===== src/rtl/keypad_scanner_pkg.sv =====
`default_nettype none
// ---------------------------------------------------------------------------
// keypad_scanner_pkg
// Shared constants for the matrix keypad scanner: board default scan
// constants, event word layout and a width helper.
// Rev 1.0
// ---------------------------------------------------------------------------
package keypad_scanner_pkg;

  // Default scan constants for the 50 MHz board (100 us per column slot)
  localparam int DEF_ROWS       = 3;
  localparam int DEF_COLS       = 3;
  localparam int DEF_SCAN_DIV   = 5000;
  localparam int DEF_DEB_SCANS  = 4;
  localparam int DEF_FIFO_DEPTH = 4;

  // Event word layout: {key index, press flag}, press flag in the LSB
  localparam int EV_PRESS_BIT = 0;

  // Bits needed to hold the values 0..n-1, never less than one
  function automatic int width_of(input int n);
    return (n <= 2) ? 1 : $clog2(n);
  endfunction

endpackage
`default_nettype wire


===== src/rtl/key_event_fifo.sv =====
`default_nettype none
// ---------------------------------------------------------------------------
// key_event_fifo
// Pointer-based synchronous FIFO for key events. A push into a full FIFO is
// accepted only when a pop happens in the same cycle. Head reads as zero
// while empty.
// Rev 1.0
// ---------------------------------------------------------------------------
module key_event_fifo #(
  parameter int WIDTH = 5,
  parameter int DEPTH = 4
) (
  input  logic             clk,
  input  logic             reset,
  input  logic             push,
  input  logic [WIDTH-1:0] din,
  input  logic             pop,
  output logic [WIDTH-1:0] dout,
  output logic             empty,
  output logic             full
);

  localparam int AW = $clog2(DEPTH);

  logic [WIDTH-1:0] mem [DEPTH];
  logic [AW:0]      wr_ptr;
  logic [AW:0]      rd_ptr;
  logic             do_pop;
  logic             do_push;

  // Extra wrap bit on each pointer distinguishes full from empty
  assign empty   = (wr_ptr == rd_ptr);
  assign full    = (wr_ptr[AW] != rd_ptr[AW]) && (wr_ptr[AW-1:0] == rd_ptr[AW-1:0]);
  assign do_pop  = pop && !empty;
  assign do_push = push && (!full || do_pop);
  assign dout    = empty ? '0 : mem[rd_ptr[AW-1:0]];

  // Pointer update; storage is left unreset since the head is gated by empty
  always_ff @(posedge clk or negedge reset) begin
    if (!reset) begin
      wr_ptr <= '0;
      rd_ptr <= '0;
    end else begin
      if (do_push) wr_ptr <= wr_ptr + 1'b1;
      if (do_pop)  rd_ptr <= rd_ptr + 1'b1;
    end
  end

  // Storage write
  always_ff @(posedge clk) begin
    if (do_push) mem[wr_ptr[AW-1:0]] <= din;
  end

endmodule
`default_nettype wire


===== src/rtl/keypad_scanner.sv =====
`default_nettype none
// ---------------------------------------------------------------------------
// keypad_scanner
// ROWS x COLS matrix keypad scanner: active-low one-hot column drive,
// synchronised active-low rows, per-key debounce, press/release events
// queued in a FIFO with valid/ready handshake and sticky overflow flag.
// Rev 1.0
// ---------------------------------------------------------------------------
module keypad_scanner
  import keypad_scanner_pkg::*;
#(
  parameter  int ROWS       = DEF_ROWS,
  parameter  int COLS       = DEF_COLS,
  parameter  int SCAN_DIV   = DEF_SCAN_DIV,
  parameter  int DEB_SCANS  = DEF_DEB_SCANS,
  parameter  int FIFO_DEPTH = DEF_FIFO_DEPTH,
  localparam int KEY_W      = $clog2(ROWS * COLS)
) (
  input  logic                 clk,
  input  logic                 reset,
  input  logic [ROWS-1:0]      row,
  output logic [COLS-1:0]      column,
  output logic                 ev_valid,
  input  logic                 ev_ready,
  output logic [KEY_W-1:0]     ev_key,
  output logic                 ev_press,
  output logic [ROWS*COLS-1:0] key_state,
  output logic                 overflow
);

  localparam int NKEYS = ROWS * COLS;
  localparam int PW    = width_of(SCAN_DIV);
  localparam int CW    = width_of(COLS);
  localparam int DW    = width_of(DEB_SCANS);
  localparam int EW    = KEY_W + 1;

  localparam logic [PW-1:0] PRE_LAST = PW'(SCAN_DIV - 1);
  localparam logic [CW-1:0] COL_LAST = CW'(COLS - 1);
  localparam logic [DW-1:0] DEB_LAST = DW'(DEB_SCANS - 1);

  logic [PW-1:0]    prescaler;
  logic             tick;
  logic [CW-1:0]    col_idx;
  logic [CW-1:0]    next_col;
  logic [ROWS-1:0]  row_m;
  logic [ROWS-1:0]  row_s;
  logic [DW-1:0]    cnt [NKEYS];
  logic [NKEYS-1:0] pending;
  logic [NKEYS-1:0] pdir;
  logic [NKEYS-1:0] sel_mask;
  logic [KEY_W-1:0] sel_key;
  logic             push;
  logic [EW-1:0]    push_data;
  logic [EW-1:0]    head;
  logic             fifo_empty;
  logic             fifo_full;
  logic             pop;

  assign tick     = (prescaler == PRE_LAST);
  assign next_col = (col_idx == COL_LAST) ? '0 : col_idx + 1'b1;

  // Prescaler and column stepper; column drive follows col_idx one cycle after tick
  always_ff @(posedge clk or negedge reset) begin
    if (!reset) begin
      prescaler <= '0;
      col_idx   <= '0;
      column    <= {{(COLS-1){1'b1}}, 1'b0};
    end else if (tick) begin
      prescaler <= '0;
      col_idx   <= next_col;
      column    <= ~(COLS'(1) << next_col);
    end else begin
      prescaler <= prescaler + 1'b1;
    end
  end

  // Two-flop synchroniser for the asynchronous row pins (idle high)
  always_ff @(posedge clk or negedge reset) begin
    if (!reset) begin
      row_m <= '1;
      row_s <= '1;
    end else begin
      row_m <= row;
      row_s <= row_m;
    end
  end

  // Debounce the sampled column on each tick and mark accepted changes pending
  always_ff @(posedge clk or negedge reset) begin
    if (!reset) begin
      key_state <= '0;
      pending   <= '0;
      pdir      <= '0;
      for (int k = 0; k < NKEYS; k++) cnt[k] <= '0;
    end else begin
      // the serialiser retires one pending key per cycle
      pending <= pending & ~sel_mask;
      for (int r = 0; r < ROWS; r++) begin
        for (int c = 0; c < COLS; c++) begin
          if (tick && (col_idx == CW'(c))) begin
            if (!row_s[r] == key_state[r*COLS + c]) begin
              cnt[r*COLS + c] <= '0;
            end else if (cnt[r*COLS + c] == DEB_LAST) begin
              key_state[r*COLS + c] <= !row_s[r];
              cnt[r*COLS + c]       <= '0;
              pending[r*COLS + c]   <= 1'b1;
              pdir[r*COLS + c]      <= !row_s[r];
            end else begin
              cnt[r*COLS + c] <= cnt[r*COLS + c] + 1'b1;
            end
          end
        end
      end
    end
  end

  // Pick the lowest-index pending key; mask isolates the lowest set bit
  always_comb begin
    sel_key = '0;
    for (int k = NKEYS - 1; k >= 0; k--) begin
      if (pending[k]) sel_key = KEY_W'(k);
    end
  end

  assign sel_mask  = pending & (~pending + NKEYS'(1));
  assign push      = |pending;
  assign push_data = {sel_key, pdir[sel_key]};
  assign pop       = ev_valid && ev_ready;

  key_event_fifo #(
    .WIDTH (EW),
    .DEPTH (FIFO_DEPTH)
  ) u_fifo (
    .clk   (clk),
    .reset (reset),
    .push  (push),
    .din   (push_data),
    .pop   (pop),
    .dout  (head),
    .empty (fifo_empty),
    .full  (fifo_full)
  );

  assign ev_valid = !fifo_empty;
  assign ev_press = head[EV_PRESS_BIT];
  assign ev_key   = head[EV_PRESS_BIT+1 +: KEY_W];

  // Sticky flag for an event dropped into a full FIFO with no pop
  always_ff @(posedge clk or negedge reset) begin
    if (!reset) begin
      overflow <= 1'b0;
    end else if (push && fifo_full && !pop) begin
      overflow <= 1'b1;
    end
  end

endmodule
`default_nettype wire


===== config.mk =====
export PLATFORM = sky130hd
export DESIGN_NAME = keypad_scanner
export DESIGN_NICKNAME = d
export VERILOG_FILES = /design/src/rtl/keypad_scanner_pkg.sv /design/src/rtl/key_event_fifo.sv /design/src/rtl/keypad_scanner.sv
export SDC_FILE = /design/constraint.sdc
export NUM_CORES = 1
export LEC_CHECK = 0
export BUFFER_PORTS_ARGS = -buffer_cell sky130_fd_sc_hd__buf_2
export CAP_MARGIN = 25
export CORE_ASPECT_RATIO = 1.4
export CORE_MARGIN = 2
export CORE_UTILIZATION = 55
export DETAILED_ROUTE_END_ITERATION = 10
export PLACE_DENSITY = 0.73
export SYNTH_ARGS = -nofsm -noshare
export SYNTH_HDL_FRONTEND = slang
export SYNTH_SLANG_ARGS = --single-unit

===== constraint.sdc =====
create_clock -name clk -period 4.1 [get_ports clk]
set_input_delay 0 -clock clk [delete_from_list [all_inputs] [get_ports clk]]
set_output_delay 0 -clock clk [all_outputs]
set_load 0.03 [all_outputs]

==> reports/metrics.csv, run 1 <==
metric,value,unit
outcome,"finished, final reports clean",
CP most frequent cell,or4_4,
"Seq/Total Area, Yosys",57.04,%
Syn Inst Count,345,
final WL,7.070,mm
fmax,389.8,MHz
ys flop type,dfrtp_1,
Critical R2R Launch,prescaler[3],
top cell type's share of synthesized area,36.82,%
GRT Total Usage,19.52,%
Avg Inst Size Synth,11.62,sq um
final core occ,64.30,%
hold slack,0.2775,ns
Yosys Warn Count,0,
CP max stage cell,or4_4,
crit path DAT,2.83,ns
CTS sink count,87,
Syn Std Cell Area,4010,sq um
Lkg Pwr,2.084,nW
Final Wtd Congestion,0.8654,
critical path class,flop to flop,
Inserted Clock Buffers,9,
worst path buffer plus inverter count,0,
period utilization,62.57,%
Final Worst Setup Slack,1.535,ns
Startpoint Class,flop,
cell row count,36,
number of remaining DRC errors,0,
drt wl/cell,14.85,um
TritonCTS clock tree,yes,
Filler cells,569,
Worst Reg-to-Reg Cells,5,
worst min path class,primary input to flop,
total gr overflow,0,
RSZ-0062 raised after global routing,no,
maximum vdd drop,0.2928,mV
Synth Net Count,366,
violation count after the first detailed-routing iteration,113,
setup TNS,0,ns
Initial Util,57.07,%
core area,7027,sq um
I/O Pins,25,
"Critical Path, Cell by Cell","or4_4, or4_4, or3b_1, nor2_4, mux2i_1",
Post-synth ARST share,77.01,%
Final Critical Period,2.565,ns
max-slew violations,0,
HP Start,row[1],
die area,8000,sq um
share of cells above drive strength 1,17.85,%
Levels on crit path,5,
"commonest non-fill, non-tap cell in the layout",dfrtp_1,
post-synthesis register bit count,87,
vias per cell,5.462,
CP endpoint kind,flop,
final setup fails,0,
kind of cell adding the most delay to the critical path,simple AND/OR/NAND/NOR gates,
Layout Nets,397,
n_diodes,0,
Synth area leaders,"dfrtp_1 (37%), edfxtp_1 (15%), nand2_1 (5.3%)",
Unique masters post-synth,48,
detailed-route via count,2600,
Max Cap Viol,0,
Clock Latency Late Sink,0.36,ns
clock slew at reported path FFs,0.08,ns
most frequent cells in the layout,"dfrtp_1 (59), nand2_1 (57), buf_2 (24)",
worst-path fanout max,9,
Setup WS pre-CTS,1.552,ns
first-pass GRT wire length,12.16,mm
Layout area overhead,12.67,%
TritonRoute pass-1 iters,4,
Die Span Y,105.0,um
CP max stage delay,0.57,ns
number of global-route vias before repair,2620,
Clock Skew,0.01249,ns
final hold viol count,0,
antenna violations before repair,0,
Worst-Margin Slew,0.8213,ns
port buffer count,24,
Power per Cell Area,409.4,nW/um^2
H-tree Lvls,3,
Antenna Nets Post-Route,0,
Hold Path Cell Cnt,2,
CP Launch Point,prescaler[3],
Post-CTS Setup Bufs,0,
Worst EP required,4.37,ns
Clock Path Buffers,2,
post-DP HPWL,5.022,mm
cell taking the most area after synthesis,dfrtp_1,
CTS Root Cell,clkbuf_8,
headroom to the max-slew limit,45.25,%
largest net degree at the start of global routing,68,
Post-synth EDFFs,20,
Die Wd,76.17,um
==> where the power goes <==
part	leakage (nW)	switching (W)	internal (W)
Clock	0.130	0.000295	0.000481
Combinational	0.841	0.0000621	0.0000626
Sequential	1.11	0.0000450	0.000904
==> logic make-up (layout without fill, tap and decap cells) <==
group | after synthesis | in the layout | synth area share, %
and+or+nand+nor | 139 | 139 | 17.91
muxes | 14 | 14 | 5.117
adders and majority gates | 15 | 15 | 4.680
DFF | 87 | 87 | 57.04
buffers and inverters | 25 | 61 | 2.933
xor gates and xnor gates | 26 | 26 | 5.679
AOI/OAI and AO/OA | 39 | 39 | 6.646
==> registers in the layout, summed over array words and instances, names as in the netlist, 3 cells and up <==
register	cells
u_fifo.rd_ptr	3
cnt	18
pending	9
u_fifo.wr_ptr	3
row_s	3
prescaler	13
column	3
pdir	5
key_state	4
u_fifo.mem	20
row_m	3
==> worst paths after layout <==
path,to,slack [ns]
worst max-delay path,pdir[7],1.53
worst min-delay path,row_m[1],0.28
worst min register to register,row_s[0],0.36
worst max register to register,pdir[7],1.53
max in group asynchronous,prescaler[2],3.21
min in group asynchronous,pending[5],0.35
==> per-layer routing <==
layer / track usage, % / routed length (um) / share of wire, % / vias to the layer above
li1: - / - / - / 1273
met1: 22.66 / 3049 / 43 / 1272
met2: 33.86 / 3632 / 51 / 42
met3: 5.009 / 228 / 3.2 / 13
met4: 8.961 / 160 / 2.3 / 0
met5: 0 / 0 / 0 / -
==> stage by stage <==
stage | power [W] | instance area, sq um | cells
final | 0.001850 | 4518 | 476
after global routing | 0.001918 | 4518 | 476
after CTS | 0.001870 | 4518 | 476
after detailed placement | 0.001092 | 4199 | 455
after global placement | 0.001085 | 4199 | 455
after floorplan | 0.001050 | 4010 | 345
==> timing repair <==
item,4_1_cts,5_1_grt
endpoints found under the hold margin,66,0
hold buffers,5,0
resized for setup,0,0
==> Yosys cell counts, types with 4 or more instances <==
library cell	instances
clkbuf_1	5
ha_1	15
xnor2_1	17
dfstp_2	8
nor2_1	15
o21ai_0	14
dfrtp_1	59
a32o_1	4
mux4_2	5
nor3_1	9
inv_1	14
nand2_1	57
mux2i_1	7
and2_1	9
nand3_1	14
xor2_1	9
edfxtp_1	20
nor4_1	5
o31ai_1	11
==> cell type report <==
| cell class | count | area, sq um | area share, % |
|---|---|---|---|
| Timing Repair Buffer | 31 | 185.2 | 4.099 |
| Clock buffer | 10 | 137.6 | 3.046 |
| Sequential cell | 87 | 2287 | 50.62 |
| Multi-Input combinational cell | 233 | 1605 | 35.53 |
| Inverter | 14 | 52.55 | 1.163 |
| Clock inverter | 6 | 131.4 | 2.908 |
| Tap cell | 95 | 118.9 | 2.631 |
Note: power is estimated with default switching activity, not from simulation.
==> inputs of run 2 (changes only) <==
- clock period: 4.1 -> 2.5 ns (I/O delays scaled with it)
==> run 2 against run 1 <==
Sequential power increased by 61%; die area unchanged; sequential cell count unchanged; first-iteration DRC count increased by 14%; hold slack got worse by 0.19 ns; critical path depth unchanged; highest routed layer unchanged; non-clock buffer count increased by 9; combinational power increased by 97%; fmax increased by 4.7%.
==> reports/metrics.csv, run 2 (same netlist as run 1, synthesis figures left out) <==
metric,value,unit
max-slew violations,0,
period utilization,97.99,%
RR Endpoint,pdir[7],
number of global-route vias before repair,2744,
antenna violations before repair,0,
headroom to the max-slew limit,62.95,%
Post-Layout Inst Area,4517,sq um
GRT Total Usage,20.20,%
Final Wtd Congestion,0.8285,
H-tree Lvls,3,
violation count after the first detailed-routing iteration,129,
most frequent cells in the layout,"dfrtp_1 (59), nand2_1 (57), buf_2 (24)",
fmax,408.2,MHz
Inserted Clock Buffers,9,
vias per cell,5.493,
post-DP HPWL,5.404,mm
TritonRoute pass-1 iters,4,
n_diodes,0,
CP max stage cell,or3b_1,
RSZ-0062 raised after global routing,yes,
CTS sink count,87,
clock slew at reported path FFs,0.09,ns
TritonCTS clock tree,yes,
worst min path class,primary input to async pin,
worst-path fanout max,9,
drt wl/cell,14.95,um
Final Critical Period,2.450,ns
area post-placement,4267,sq um
"commonest non-fill, non-tap cell in the layout",dfrtp_1,
I/O Pins,25,
total gr overflow,0,
Antenna Nets Post-Route,0,
Initial Util,57.07,%
final WL,7.250,mm
detailed-route via count,2664,
Final Worst Setup Slack,0.05035,ns
Worst Reg-to-Reg Cells,5,
Post-CTS Setup Bufs,0,
share of cells above drive strength 1,20.00,%
final setup fails,0,
Largest register FFs,20,
Worst EP required,2.78,ns
Layout Nets,406,
Clock Path Buffers,2,
Power per Cell Area,605.4,nW/um^2
cell row count,36,
crit path DAT,2.73,ns
CTS Root Cell,clkbuf_8,
die area,8000,sq um
Layout area overhead,12.64,%
Max Cap Viol,0,
CP endpoint kind,flop,
port buffer count,24,
CP most frequent cell,or4_4,
Setup WS pre-CTS,0.02647,ns
maximum vdd drop,0.5818,mV
FF-to-FF setup slack,0.05,ns
core area,7027,sq um
first-pass GRT wire length,12.74,mm
Clock Latency Late Sink,0.36,ns
CP max stage delay,0.57,ns
final hold viol count,0,
Startpoint Class,flop,
Die Wd,76.17,um
number of remaining DRC errors,0,
"Critical Path, Cell by Cell","or4_4, or4_4, or3b_1, nor2_4, mux2i_1",
outcome,"finished, final reports clean",
critical path class,flop to flop,
Die Span Y,105.0,um
largest net degree at the start of global routing,30,
Clock Skew,0.01522,ns
Critical R2R Launch,prescaler[3],
Worst-Margin Slew,0.5507,ns
Lkg Pwr,2.098,nW
-- run 2: cell type report --
cell class                 count  area [sq um]
timing repair buffer          40         252.7
inverter                      14         52.55
clock buffer                   9         123.9
multi-input combinational    233          1610
sequential                    87          2287
clock inverter                 7         71.32
tap                           95         118.9
fill                         571          2510
-- run 2: repair_timing --
action | in CTS | in global routing
hold endpoints to repair | 68 | 0
resized for setup | 0 | 2
setup endpoints to repair | 0 | 7
hold buffers | 5 | 0
-- run 2: worst max-delay path by stage --
stage            startpoint                to  slack (ns)  cells past startpoint
6_report       prescaler[3]           pdir[7]        0.05                      5
5_1_grt        prescaler[3]           pdir[7]       -0.06                      5
4_1_cts          pending[7]  u_fifo.mem[1][0]        0.01                      5
3_5_place_dp     pending[7]  u_fifo.mem[1][0]        0.03                      5
3_3_place_gp   prescaler[3]           pdir[7]        0.12                      5
2_1_floorplan  prescaler[3]           pdir[7]        0.11                      7
-- run 2: layer usage --
| layer | GRT usage [%] | vias to the layer above | wire length (um) |
|---|---|---|---|
| met3 | 2.936 | 14 | 183 |
| met4 | 10.13 | 0 | 189 |
| met5 | 0 | - | 0 |
| li1 | - | 1294 | - |
| met2 | 35.33 | 51 | 3803 |
| met1 | 24.34 | 1305 | 3073 |
-- run 2: per-stage QoR --
| stage | instances | setup TNS [ns] | utilization (%) | power, W | hold WS [ns] |
|---|---|---|---|---|---|
| after floorplan | 345 | 0 | - | 0.001723 | -0.2956 |
| after global placement | 464 | 0 | 60.72 | 0.001794 | -0.06910 |
| after detailed placement | 464 | 0 | 60.72 | 0.001804 | -0.06806 |
| after CTS | 485 | 0 | 64.21 | 0.002762 | 0.09371 |
| after global routing | 485 | -0.1308 | 64.28 | 0.002849 | 0.1254 |
| final | 485 | 0 | 64.28 | 0.002734 | 0.08337 |
-- run 2: power breakdown --
part	switching, W	total, W	leakage, nW	internal, W
sequential	0.0000448	0.00153	1.11	0.00148
combinational	0.000133	0.000246	0.891	0.000113
clock	0.000497	0.000960	0.0937	0.000463
total	0.000675	0.00273	2.10	0.00206
-- run 2: critical path, delay by kind of cell, from the launching register on --
family	cells	cell delay, ns
simple gates	4	1.80
mux	1	0.19
flops	1	0.39
==> inputs of run 3 (changes only) <==
- RECOVER_POWER: default -> 50
==> run 3 against run 2 <==
Register-to-register slack about the same; routed wire length decreased by 0.22%; global-route usage unchanged; sequential power about the same; largest power group unchanged; utilization decreased by 0.34 points; hold slack improved by 0.18 ns; clock power about the same; non-clock buffer count unchanged; first-iteration DRC count unchanged.
==> reports/metrics.csv, run 3 (same netlist as run 1, synthesis figures left out) <==
metric,value,unit
I/O Pins,25,
setup TNS,0,ns
Clock Latency Late Sink,0.36,ns
period utilization,97.90,%
maximum vdd drop,0.5826,mV
met3 usage,2.936,%
M2 GR Usage,35.33,%
Max Cap Viol,0,
RR Endpoint,pdir[7],
clock share of power,35.1,%
most frequent cells in the layout,"dfrtp_1 (59), nand2_1 (57), edfxtp_1 (20)",
Critical R2R Launch,prescaler[3],
FF-to-FF setup slack,0.05,ns
Antenna Nets Post-Route,0,
Tot Pwr,0.002731,W
GRT Total Usage,20.20,%
Layout Nets,406,
n_diodes,0,
max-slew violations,0,
final WL,7.234,mm
clock slew at reported path FFs,0.08,ns
CP Launch Point,prescaler[3],
fmax,408.6,MHz
gr busiest metal,met2,
final hold viol count,0,
hold slack,0.2649,ns
RSZ-0062 raised after global routing,yes,
"commonest non-fill, non-tap cell in the layout",dfrtp_1,
headroom to the max-slew limit,20.21,%
TritonRoute pass-1 iters,4,
number of remaining DRC errors,0,
Lkg Pwr,2.035,nW
sequential share of power,55.9,%
outcome,"finished, final reports clean",
Clock Skew,0.01552,ns
violation count after the first detailed-routing iteration,129,
port buffer count,24,
Die Span Y,105.0,um
Final Worst Setup Slack,0.05243,ns
die area,8000,sq um
Startpoint Class,flop,
Final Critical Period,2.448,ns
worst-path fanout max,9,
Initial Util,57.07,%
met1 Usage GRT,24.34,%
Largest register FFs,20,
post-DP HPWL,5.404,mm
cell row count,36,
Setup WS pre-CTS,0.02647,ns
Clock Path Buffers,2,
antenna violations before repair,0,
critical path class,flop to flop,
number of global-route vias before repair,2744,
Post-CTS Setup Bufs,0,
H-tree Lvls,3,
CP endpoint kind,flop,
core area,7027,sq um
vias per cell,5.443,
largest net degree at the start of global routing,30,
total gr overflow,0,
combinational share of power,8.9,%
Die Wd,76.17,um
Inserted Clock Buffers,9,
Power per Cell Area,607.9,nW/um^2
CTS sink count,87,
Worst EP required,2.78,ns
Worst Reg-to-Reg Cells,5,
CTS Root Cell,clkbuf_8,
first-pass GRT wire length,12.74,mm
crit path DAT,2.73,ns
Final Wtd Congestion,0.8285,
TritonCTS clock tree,yes,
detailed-route via count,2640,
Int Pwr,0.002058,W
drt wl/cell,14.92,um
final setup fails,0,
sw power,0.0006732,W
Sw Share,24.65,%
share of cells above drive strength 1,16.15,%
worst min path class,primary input to async pin,
Layout area overhead,12.04,%
Worst-Margin Slew,1.197,ns
## run 3: critical path: stages (launching register included)
cell	delay (ns)
dfrtp_1	0.39
or4_4	0.55
or4_4	0.54
or3b_1	0.56
nor2_4	0.14
mux2i_1	0.19
## run 3: layer usage
metal / part of all wire, % / up-vias / routed length [um]
met4: 2.6 / 0 / 190
met2: 53 / 45 / 3820
li1: - / 1293 / -
met5: 0 / - / 0
met1: 42 / 1288 / 3059
met3: 2.3 / 14 / 163
## run 3: power by group through the flow
stage / clock network [W] / logic, W / registers [W]
final: 0.000959 / 0.000244 / 0.00153
after floorplan: 0 / 0.000193 / 0.00153
after CTS: 0.000980 / 0.000253 / 0.00153
after detailed placement: 0 / 0.000246 / 0.00156
after global placement: 0 / 0.000237 / 0.00156
after global routing: 0.00104 / 0.000277 / 0.00153
## run 3: repair_timing
| action | CTS | global route |
|---|---|---|
| hold buffers | 5 | 0 |
| setup endpoints to repair | 0 | 7 |
| hold endpoints to repair | 68 | 0 |
| gates resized for setup | 0 | 2 |
## run 3: final cells by class
class                           instances  area (sq um)
Tap cell                               95         118.9
Fill cell                             585          2534
Timing Repair Buffer                   40         229.0
Multi-Input combinational cell        233          1610
Clock buffer                            9         123.9
Clock inverter                          7         71.32
Sequential cell                        87          2287
Inverter                               14         52.55
## run 3: worst max path at each step
stage	endpoint	slack, ns
after detailed placement	u_fifo.mem[1][0]	0.03
after global placement	pdir[7]	0.12
after floorplan	pdir[7]	0.11
after global routing	pdir[7]	-0.06
final	pdir[7]	0.05
after CTS	u_fifo.mem[1][0]	0.01
## run 3: stage by stage
stage / instances / utilization (%) / instance area [sq um]
floorplan: 345 / - / 4010
global placement: 464 / 60.72 / 4267
detailed placement: 464 / 60.72 / 4267
CTS: 485 / 64.21 / 4512
global route: 485 / 63.94 / 4493
finish: 485 / 63.94 / 4493
